[src/rtl/ahb_aes_queue_slave.sv]
// AHB-Lite zero-wait register slave that queues plaintext blocks for an
// external AES-128 core and collects the ciphertext in an output FIFO.
// A small dispatch FSM feeds the core one job at a time, snapshotting the key
// per job. Illegal accesses get a two-cycle ERROR response and no side effects.
module ahb_aes_queue_slave #(
   parameter logic [31:0] BASE_ADDR  = 32'h4000_0000,
   parameter int          ADDR_WIDTH = 32,
   parameter int          IN_DEPTH   = 4,
   parameter int          OUT_DEPTH  = 4
) (
   input  logic                  HCLK,
   input  logic                  HRESETn,
   input  logic                  HSELx,
   input  logic [ADDR_WIDTH-1:0] HADDR,
   input  logic                  HWRITE,
   input  logic [2:0]            HSIZE,
   input  logic [1:0]            HTRANS,
   input  logic                  HREADY,
   input  logic [31:0]           HWDATA,
   output logic                  HREADYOUT,
   output logic                  HRESP,
   output logic [31:0]           HRDATA,
   output logic                  irq,
   output logic                  aes_start,
   output logic [127:0]          aes_key,
   output logic [127:0]          aes_din,
   input  logic [127:0]          aes_dout,
   input  logic                  aes_done
);

   localparam logic [ADDR_WIDTH-1:0] BASE = ADDR_WIDTH'(BASE_ADDR);
   localparam int IN_CW  = $clog2(IN_DEPTH + 1);
   localparam int IN_PW  = $clog2(IN_DEPTH);
   localparam int OUT_CW = $clog2(OUT_DEPTH + 1);
   localparam int OUT_PW = $clog2(OUT_DEPTH);

   localparam logic [3:0] IDX_DIN3    = 4'd7;
   localparam logic [3:0] IDX_CTRL    = 4'd8;
   localparam logic [3:0] IDX_STATUS  = 4'd9;
   localparam logic [3:0] IDX_STATCLR = 4'd10;
   localparam logic [3:0] IDX_DOUT3   = 4'd15;

   typedef enum logic [1:0] {S_IDLE, S_ISSUE, S_WAIT, S_DRAIN} state_t;

   // Bus pipeline
   logic       addr_sel, in_window, acc_err;
   logic [3:0] a_idx;
   logic       dp_valid, dp_write, err_c1, err_c2;
   logic [3:0] dp_idx;

   // Register file
   logic [3:0][31:0] key_q;
   logic [2:0][31:0] din_q;
   logic             en, irq_en, ovf, udf;

   // Data-phase strobes
   logic wr_en, rd_en, ctrl_we, statclr_we, din3_we, dout3_rd, flush;
   logic ovf_set, udf_set;

   // FIFOs
   logic [127:0]      in_mem  [IN_DEPTH];
   logic [127:0]      out_mem [OUT_DEPTH];
   logic [IN_PW-1:0]  in_wr, in_rd;
   logic [OUT_PW-1:0] out_wr, out_rd;
   logic [IN_CW-1:0]  in_count;
   logic [OUT_CW-1:0] out_count;
   logic              in_full, in_empty, out_full, out_empty;
   logic              in_push, in_pop, out_push, out_pop;
   logic [127:0]      in_block, out_head;
   logic [3:0][31:0]  out_words;

   // Dispatch FSM
   state_t state, state_next;
   logic   key_load;

   logic unused_bits;
   assign unused_bits = ^{HTRANS[0], HADDR[1:0]};

   assign addr_sel  = HSELx & HREADY & HTRANS[1];
   assign in_window = (HADDR[ADDR_WIDTH-1:6] == BASE[ADDR_WIDTH-1:6]);
   assign a_idx     = HADDR[5:2];

   // Classify the address-phase access as legal or as an ERROR.
   // NOTE: every always_comb output gets a default first so no path leaves it unassigned and a latch is never inferred.
   always_comb begin
      acc_err = 1'b0;
      if (!in_window || (HSIZE != 3'b010)) begin
         acc_err = 1'b1;
      end else begin
         case (a_idx)
            4'd4, 4'd5, 4'd6, 4'd7:           acc_err = !HWRITE;
            4'd9, 4'd12, 4'd13, 4'd14, 4'd15: acc_err = HWRITE;
            4'd11:                            acc_err = 1'b1;
            default:                          acc_err = 1'b0;
         endcase
      end
   end

   // Register the address phase; an illegal access enters the two-cycle ERROR sequence.
   // NOTE: sequential state uses non-blocking assignments so every flop samples pre-edge values.
   always_ff @(posedge HCLK or negedge HRESETn) begin
      if (!HRESETn) begin
         dp_valid <= 1'b0;
         dp_write <= 1'b0;
         dp_idx   <= '0;
         err_c1   <= 1'b0;
         err_c2   <= 1'b0;
      end else begin
         dp_valid <= addr_sel & !acc_err;
         dp_write <= HWRITE;
         dp_idx   <= a_idx;
         err_c1   <= addr_sel & acc_err;
         err_c2   <= err_c1;
      end
   end

   assign HREADYOUT = !err_c1;
   assign HRESP     = err_c1 | err_c2;

   assign wr_en      = dp_valid & dp_write;
   assign rd_en      = dp_valid & !dp_write;
   assign ctrl_we    = wr_en & (dp_idx == IDX_CTRL);
   assign statclr_we = wr_en & (dp_idx == IDX_STATCLR);
   assign din3_we    = wr_en & (dp_idx == IDX_DIN3);
   assign dout3_rd   = rd_en & (dp_idx == IDX_DOUT3);
   assign flush      = ctrl_we & HWDATA[2];

   assign in_full   = (in_count == IN_CW'(IN_DEPTH));
   assign in_empty  = (in_count == '0);
   assign out_full  = (out_count == OUT_CW'(OUT_DEPTH));
   assign out_empty = (out_count == '0);

   // Full/empty are judged on pre-edge counts, so a same-cycle pop never rescues a push.
   assign in_push  = din3_we & !in_full;
   assign ovf_set  = din3_we & in_full;
   assign out_pop  = dout3_rd & !out_empty;
   assign udf_set  = dout3_rd & out_empty;
   assign in_block = {HWDATA, din_q[2], din_q[1], din_q[0]};

   // Software-visible registers: key, staged block, control and sticky flags.
   always_ff @(posedge HCLK or negedge HRESETn) begin
      if (!HRESETn) begin
         key_q  <= '0;
         din_q  <= '0;
         en     <= 1'b0;
         irq_en <= 1'b0;
         ovf    <= 1'b0;
         udf    <= 1'b0;
      end else begin
         for (int i = 0; i < 4; i++) begin
            if (wr_en && (dp_idx == 4'(i))) key_q[i] <= HWDATA;
         end
         if (flush) begin
            din_q <= '0;
         end else begin
            for (int i = 0; i < 3; i++) begin
               if (wr_en && (dp_idx == 4'(i + 4))) din_q[i] <= HWDATA;
            end
         end
         if (ctrl_we) begin
            en     <= HWDATA[0];
            irq_en <= HWDATA[1];
         end
         if (ovf_set)                       ovf <= 1'b1;
         else if (statclr_we && HWDATA[5])  ovf <= 1'b0;
         if (udf_set)                       udf <= 1'b1;
         else if (statclr_we && HWDATA[6])  udf <= 1'b0;
      end
   end

   // Key snapshot for the core and the registered interrupt level.
   always_ff @(posedge HCLK or negedge HRESETn) begin
      if (!HRESETn) begin
         aes_key <= '0;
         irq     <= 1'b0;
      end else begin
         if (key_load) aes_key <= key_q;
         irq <= irq_en & !out_empty;
      end
   end

   // Input FIFO payload storage.
   // NOTE: FIFO payload has no reset; the reset pointers and count guarantee stale entries are never consumed.
   always_ff @(posedge HCLK) begin
      if (in_push) in_mem[in_wr] <= in_block;
   end

   // Input FIFO pointers and occupancy; FLUSH empties it.
   always_ff @(posedge HCLK or negedge HRESETn) begin
      if (!HRESETn) begin
         in_wr    <= '0;
         in_rd    <= '0;
         in_count <= '0;
      end else if (flush) begin
         in_wr    <= '0;
         in_rd    <= '0;
         in_count <= '0;
      end else begin
         if (in_push) in_wr <= (in_wr == IN_PW'(IN_DEPTH - 1)) ? '0 : in_wr + IN_PW'(1);
         if (in_pop)  in_rd <= (in_rd == IN_PW'(IN_DEPTH - 1)) ? '0 : in_rd + IN_PW'(1);
         case ({in_push, in_pop})
            2'b10:   in_count <= in_count + IN_CW'(1);
            2'b01:   in_count <= in_count - IN_CW'(1);
            default: in_count <= in_count;
         endcase
      end
   end

   // Output FIFO payload storage.
   always_ff @(posedge HCLK) begin
      if (out_push) out_mem[out_wr] <= aes_dout;
   end

   // Output FIFO pointers and occupancy; a simultaneous push and pop leaves the count unchanged.
   always_ff @(posedge HCLK or negedge HRESETn) begin
      if (!HRESETn) begin
         out_wr    <= '0;
         out_rd    <= '0;
         out_count <= '0;
      end else if (flush) begin
         out_wr    <= '0;
         out_rd    <= '0;
         out_count <= '0;
      end else begin
         if (out_push) out_wr <= (out_wr == OUT_PW'(OUT_DEPTH - 1)) ? '0 : out_wr + OUT_PW'(1);
         if (out_pop)  out_rd <= (out_rd == OUT_PW'(OUT_DEPTH - 1)) ? '0 : out_rd + OUT_PW'(1);
         case ({out_push, out_pop})
            2'b10:   out_count <= out_count + OUT_CW'(1);
            2'b01:   out_count <= out_count - OUT_CW'(1);
            default: out_count <= out_count;
         endcase
      end
   end

   assign aes_din   = in_mem[in_rd];
   assign out_head  = out_mem[out_rd];
   assign out_words = out_head;

   // Dispatch FSM state register.
   always_ff @(posedge HCLK or negedge HRESETn) begin
      if (!HRESETn) state <= S_IDLE;
      else          state <= state_next;
   end

   // Dispatch FSM next state and strobes; output space is reserved before a job is issued.
   always_comb begin
      state_next = state;
      aes_start  = 1'b0;
      key_load   = 1'b0;
      in_pop     = 1'b0;
      out_push   = 1'b0;
      case (state)
         S_IDLE: begin
            if (en && !in_empty && !out_full && !flush) begin
               state_next = S_ISSUE;
               key_load   = 1'b1;
            end
         end
         S_ISSUE: begin
            aes_start  = 1'b1;
            state_next = flush ? S_DRAIN : S_WAIT;
         end
         S_WAIT: begin
            if (aes_done) begin
               state_next = S_IDLE;
               if (!flush) begin
                  out_push = 1'b1;
                  in_pop   = 1'b1;
               end
            end else if (flush) begin
               state_next = S_DRAIN;
            end
         end
         S_DRAIN: begin
            if (aes_done) state_next = S_IDLE;
         end
         default: state_next = S_IDLE;
      endcase
   end

   // Zero-wait read data for the current data phase.
   always_comb begin
      HRDATA = '0;
      if (rd_en) begin
         case (dp_idx)
            4'd0, 4'd1, 4'd2, 4'd3:     HRDATA = key_q[dp_idx[1:0]];
            IDX_CTRL:                   HRDATA = {30'b0, irq_en, en};
            IDX_STATUS:                 HRDATA = {16'b0, 4'(out_count), 4'(in_count), 1'b0,
                                                  udf, ovf, out_empty, out_full,
                                                  in_empty, in_full, (state != S_IDLE)};
            4'd12, 4'd13, 4'd14, 4'd15: HRDATA = out_empty ? 32'h0 : out_words[dp_idx[1:0]];
            default:                    HRDATA = '0;
         endcase
      end
   end

endmodule

[config.mk]
export PLATFORM = sky130hd
export DESIGN_NAME = ahb_aes_queue_slave
export DESIGN_NICKNAME = d
export VERILOG_FILES = /design/src/rtl/ahb_aes_queue_slave.sv
export SDC_FILE = /design/constraint.sdc
export NUM_CORES = 1
export LEC_CHECK = 0
export BUFFER_PORTS_ARGS = -buffer_cell sky130_fd_sc_hd__buf_4
export CAP_MARGIN = 20
export CORE_ASPECT_RATIO = 1.25
export CORE_MARGIN = 3
export CORE_UTILIZATION = 38
export CTS_BUF_LIST = sky130_fd_sc_hd__clkbuf_8
export CTS_CLUSTER_DIAMETER = 100
export CTS_CLUSTER_SIZE = 14
export DETAILED_ROUTE_END_ITERATION = 10
export PLACE_DENSITY = 0.63
export SETUP_SLACK_MARGIN = 0.4
export SLEW_MARGIN = 40
export SYNTH_ARGS = -nofsm -noshare
export SYNTH_HDL_FRONTEND = slang
export SYNTH_SLANG_ARGS = --single-unit
[constraint.sdc]
create_clock -name HCLK -period 6.6 [get_ports HCLK]
set_input_delay 0.33 -clock HCLK [delete_from_list [all_inputs] [get_ports HCLK]]
set_output_delay 0.33 -clock HCLK [all_outputs]
set_load 0.02 [all_outputs]
==> summary.md <==
| Metric | Value |
|---|---|
| P_int | around 0.013 W |
| Sequential share of the synthesized area | 0.744 |
| Crit-path max cell delay | about 0.86 ns |
| Die footprint | between 100000 and 150000 um2 |
| Top delay family on crit path | buffers and inverters |
| Most frequent cell after synthesis | edfxtp_1 |
| R2R Path Start | dp_idx[1]$_DFF_PN0_ |
| CTS sink cnt | around 1400 |
| Total GRT Usage | 0.191 |
| DR iter-0 viols | about 2000 |
| Yosys reg bits | approximately 1400 |
| Average size of a mapped cell | 19.8 um2 |
| Initial core utilization | 0.383 |
| Global-route wire length before repair | roughly 210000 um |
| Ranking of synthesized cells by area | edfxtp_1, dfrtp_1, mux4_2 |
| FP Rows | 154 |
| Async SR Flop Fraction | 0.271 |
| Die extent in x | between 300 and 400 um |
| Sequential share of power | 0.567 |
| Top FF cell, synth | edfxtp_1 |
| Final Cycle Share | 0.659 |
| Post-synthesis cell type count | 53 |
| CP startpoint kind | flip-flop |
| Vias in the first global route | roughly 30000 |
| Antenna violations before repair | 13 |
| RSZ-0062 raised after global routing | false |
| Routed WL | 141000 um |
| Max H-tree Level | 3 |
| Cell taking the most area after synthesis | edfxtp_1 |
| CP Cell Sequence | buf_4 -> mux2_2 -> a22oi_1 -> a21oi_1 -> a221o_1 -> buf_4 |
| Skew final | roughly 0.05 ns |
| Worst VDD drop | ~0.0002 V |
| Routed via count | between 20000 and 30000 |
| Worst setup path class | flip-flop to output port |
| Worst slew pin tran | ~0.96 ns |
| Worst reg2reg path depth | 6 |
| Post-synth EDFFs | approximately 1000 |
| Slowest CP cell | dfrtp_4 |
| I/O pin count | 495 |
| Crit path buf inv count | 2 |
| Net Sw Frac | 0.280 |
| DR vias/cell | roughly 5.3 |
| # resized after CTS | 0 |
| Initial DRT Pass Iterations | 6 |
| Clk network pwr share | 0.240 |
| GRT overflow | 0 |
| Clock tree buffer depth | 3 |
| Slew headroom | 0.361 |
| Post-Syn Nets | ~3000 |
| Inserted Clock Buffers | between 100 and 150 |
| Share of the synthesized area in the top cell type | 0.568 |
| I/O Buffers | slightly below 500 |
| WP depth | 6 |
| Fmax | ~0.23 GHz |
| Hold Path Class | primary input to asynchronous set/reset pin |
| Die Ht | approximately 430 um |
| Synth Area in Compound Gates | 0.0202 |
| Slew Viols, Final | 0 |
| Layout cells sized above 1 | 0.371 |
| Mux cell area share after synthesis | 0.188 |
| Post-synthesis cell count | approximately 2700 |
| Final hold violation count | 0 |
| Setup tns final | 0 ns |
| Largest net degree at the start of global routing | roughly 140 |
| Total leakage power | roughly 25 nW |
| WP data arrival | ~4 ns |
| Psw | between 0.005 and 0.006 W |
| CTS tree | yes |
| Logic pwr share | 0.193 |
| CTS root buffer | clkbuf_8 |
| Post-Synth Adder-Cell Area | 0.00305 |
| # nets final | 3624 |
| Required time of the critical path | 6.27 ns |
| CP max FO | 43 |
| GPL Wtd Cong | 0.743 |
| Syn-to-layout area delta | 18.4% |
| Antenna Nets Post-Route | 0 |
| Yosys warning total | 0 |
| DR WL/cell | around 26 um |
| XOR/XNOR Fraction of Synth Area | 0 |
| Status | complete, no violations |
| Overall Power | 0.0187 W |
| Hpwl dp | between 80000 and 90000 um |
| CP Capture Type | output port |
| Post-route minimum period | 4.35 ns |
| Leading cell types by count after synthesis | edfxtp_1, dfrtp_1, mux2_2, mux4_2, nand2_1 |
| Post-CTS Setup Bufs | 0 |
| Fraction of the mapped netlist area in simple logic gates | 0.0298 |
| Mapped Area | 54100 um2 |
| Residual DRC | 0 |
| Largest family of logic cells by synthesized area | multiplexers |
| MaxCap Viol Count | 0 |
| CP startpoint | dp_idx[1]$_DFF_PN0_ |
| CORE AREA | around 140000 um2 |
| Clk_lat worst skew | 0.86 ns |
| Power Density | between 200 and 300 nW/um2 |
| Setup Viol. Count Final | 0 |
| Cell mode on critical path | buf_4 |
| Clock slew seen by the registers of the worst setup and hold paths | approximately 0.09 ns |
cell usage in the layout (no fill, tap or decap), drive strengths merged, types with 25 or more instances in the layout:
cell         count
edfxtp        1024
buf            538
dfrtp          381
mux2           328
mux4           275
nand2          216
dlygate4sd3    175
clkbuf         114
a21oi          111
inv            102
nor3            38
mux2i           28
nor2b           25
area by class of cell:
| cell class | count | area, um2 |
|---|---|---|
| tap | 1872 | 2340 |
| inverter | 10 | 37.5 |
| antenna | 7 | 17.5 |
| clock inverter | 96 | 423 |
| sequential | 1405 | 40300 |
| timing repair buffer | 713 | 6210 |
| multi-input combinational | 1167 | 13200 |
| fill | 12128 | 77200 |
| clock buffer | 114 | 1570 |
through the flow:
stage	instance area [um2]	util	instances	setup slack, ns	hold slack, ns
after global routing	64100	0.454	5382	2.01	0.0565
after floorplan	54100	-	2733	1.71	0.0344
after detailed placement	60200	0.427	4989	3.07	0.387
after CTS	64000	0.453	5374	2.04	0.0221
final	64100	0.454	5384	2.25	0.0584
after global placement	59900	0.424	4978	3.04	0.386
sequential cells by signal, indices dropped and copies added, names as in the netlist:
register   flops
in_count       3
dp_idx         4
state          2
in_wr          2
ovf            1
dp_valid       1
din_q         96
err_c1         1
aes_key      128
in_mem       512
out_wr         2
irq_en         1
err_c2         1
out_rd         2
out_count      3
in_rd          2
udf            1
dp_write       1
en             1
key_q        128
irq            1
out_mem      512
layer usage:
metal	GRT usage	part of all wire	up-vias
li1	-	-	12158
met1	0.262	0.42	15110
met2	0.312	0.49	877
met3	0.0360	0.062	156
met4	0.0525	0.022	0
met5	0	0	-
worst paths after layout:
kind,to,slack (ns)
max,HRDATA[0],2.25
min,din_q[11]$_DFFE_PN0P_,0.06
max reg2reg,out_mem[2][90]$_DFFE_PP_,3.07
min reg2reg,err_c2$_DFF_PN0_,0.41
max in group asynchronous,key_q[91]$_DFFE_PN0P_,5.06
min in group HCLK,dp_idx[0]$_DFF_PN0_,0.14
timing repair:
item | in CTS | in global routing
endpoints found under the setup margin | 0 | 0
hold endpoints to repair | 957 | 0
hold buffers | 175 | 0
cell families (layout without fill, tap and decap cells):
group | Yosys count | in the layout
other | 0 | 7
multiplexers | 631 | 631
buffers and inverters | 161 | 933
flip-flops | 1405 | 1405
AO/OA/AOI/OAI | 174 | 174
adder cells (fa/ha/maj) | 12 | 12
AND/OR/NAND/NOR | 350 | 350
power by group through the flow:
stage                     Combinational, W  Clock, W  Sequential (W)
after detailed placement           0.00360         0          0.0108
after floorplan                    0.00178         0          0.0110
final                              0.00361   0.00450          0.0106
after CTS                          0.00370   0.00468          0.0106
after global placement             0.00355         0          0.0108
after global routing               0.00386   0.00501          0.0107
Note: power is estimated with default switching activity, not from simulation.
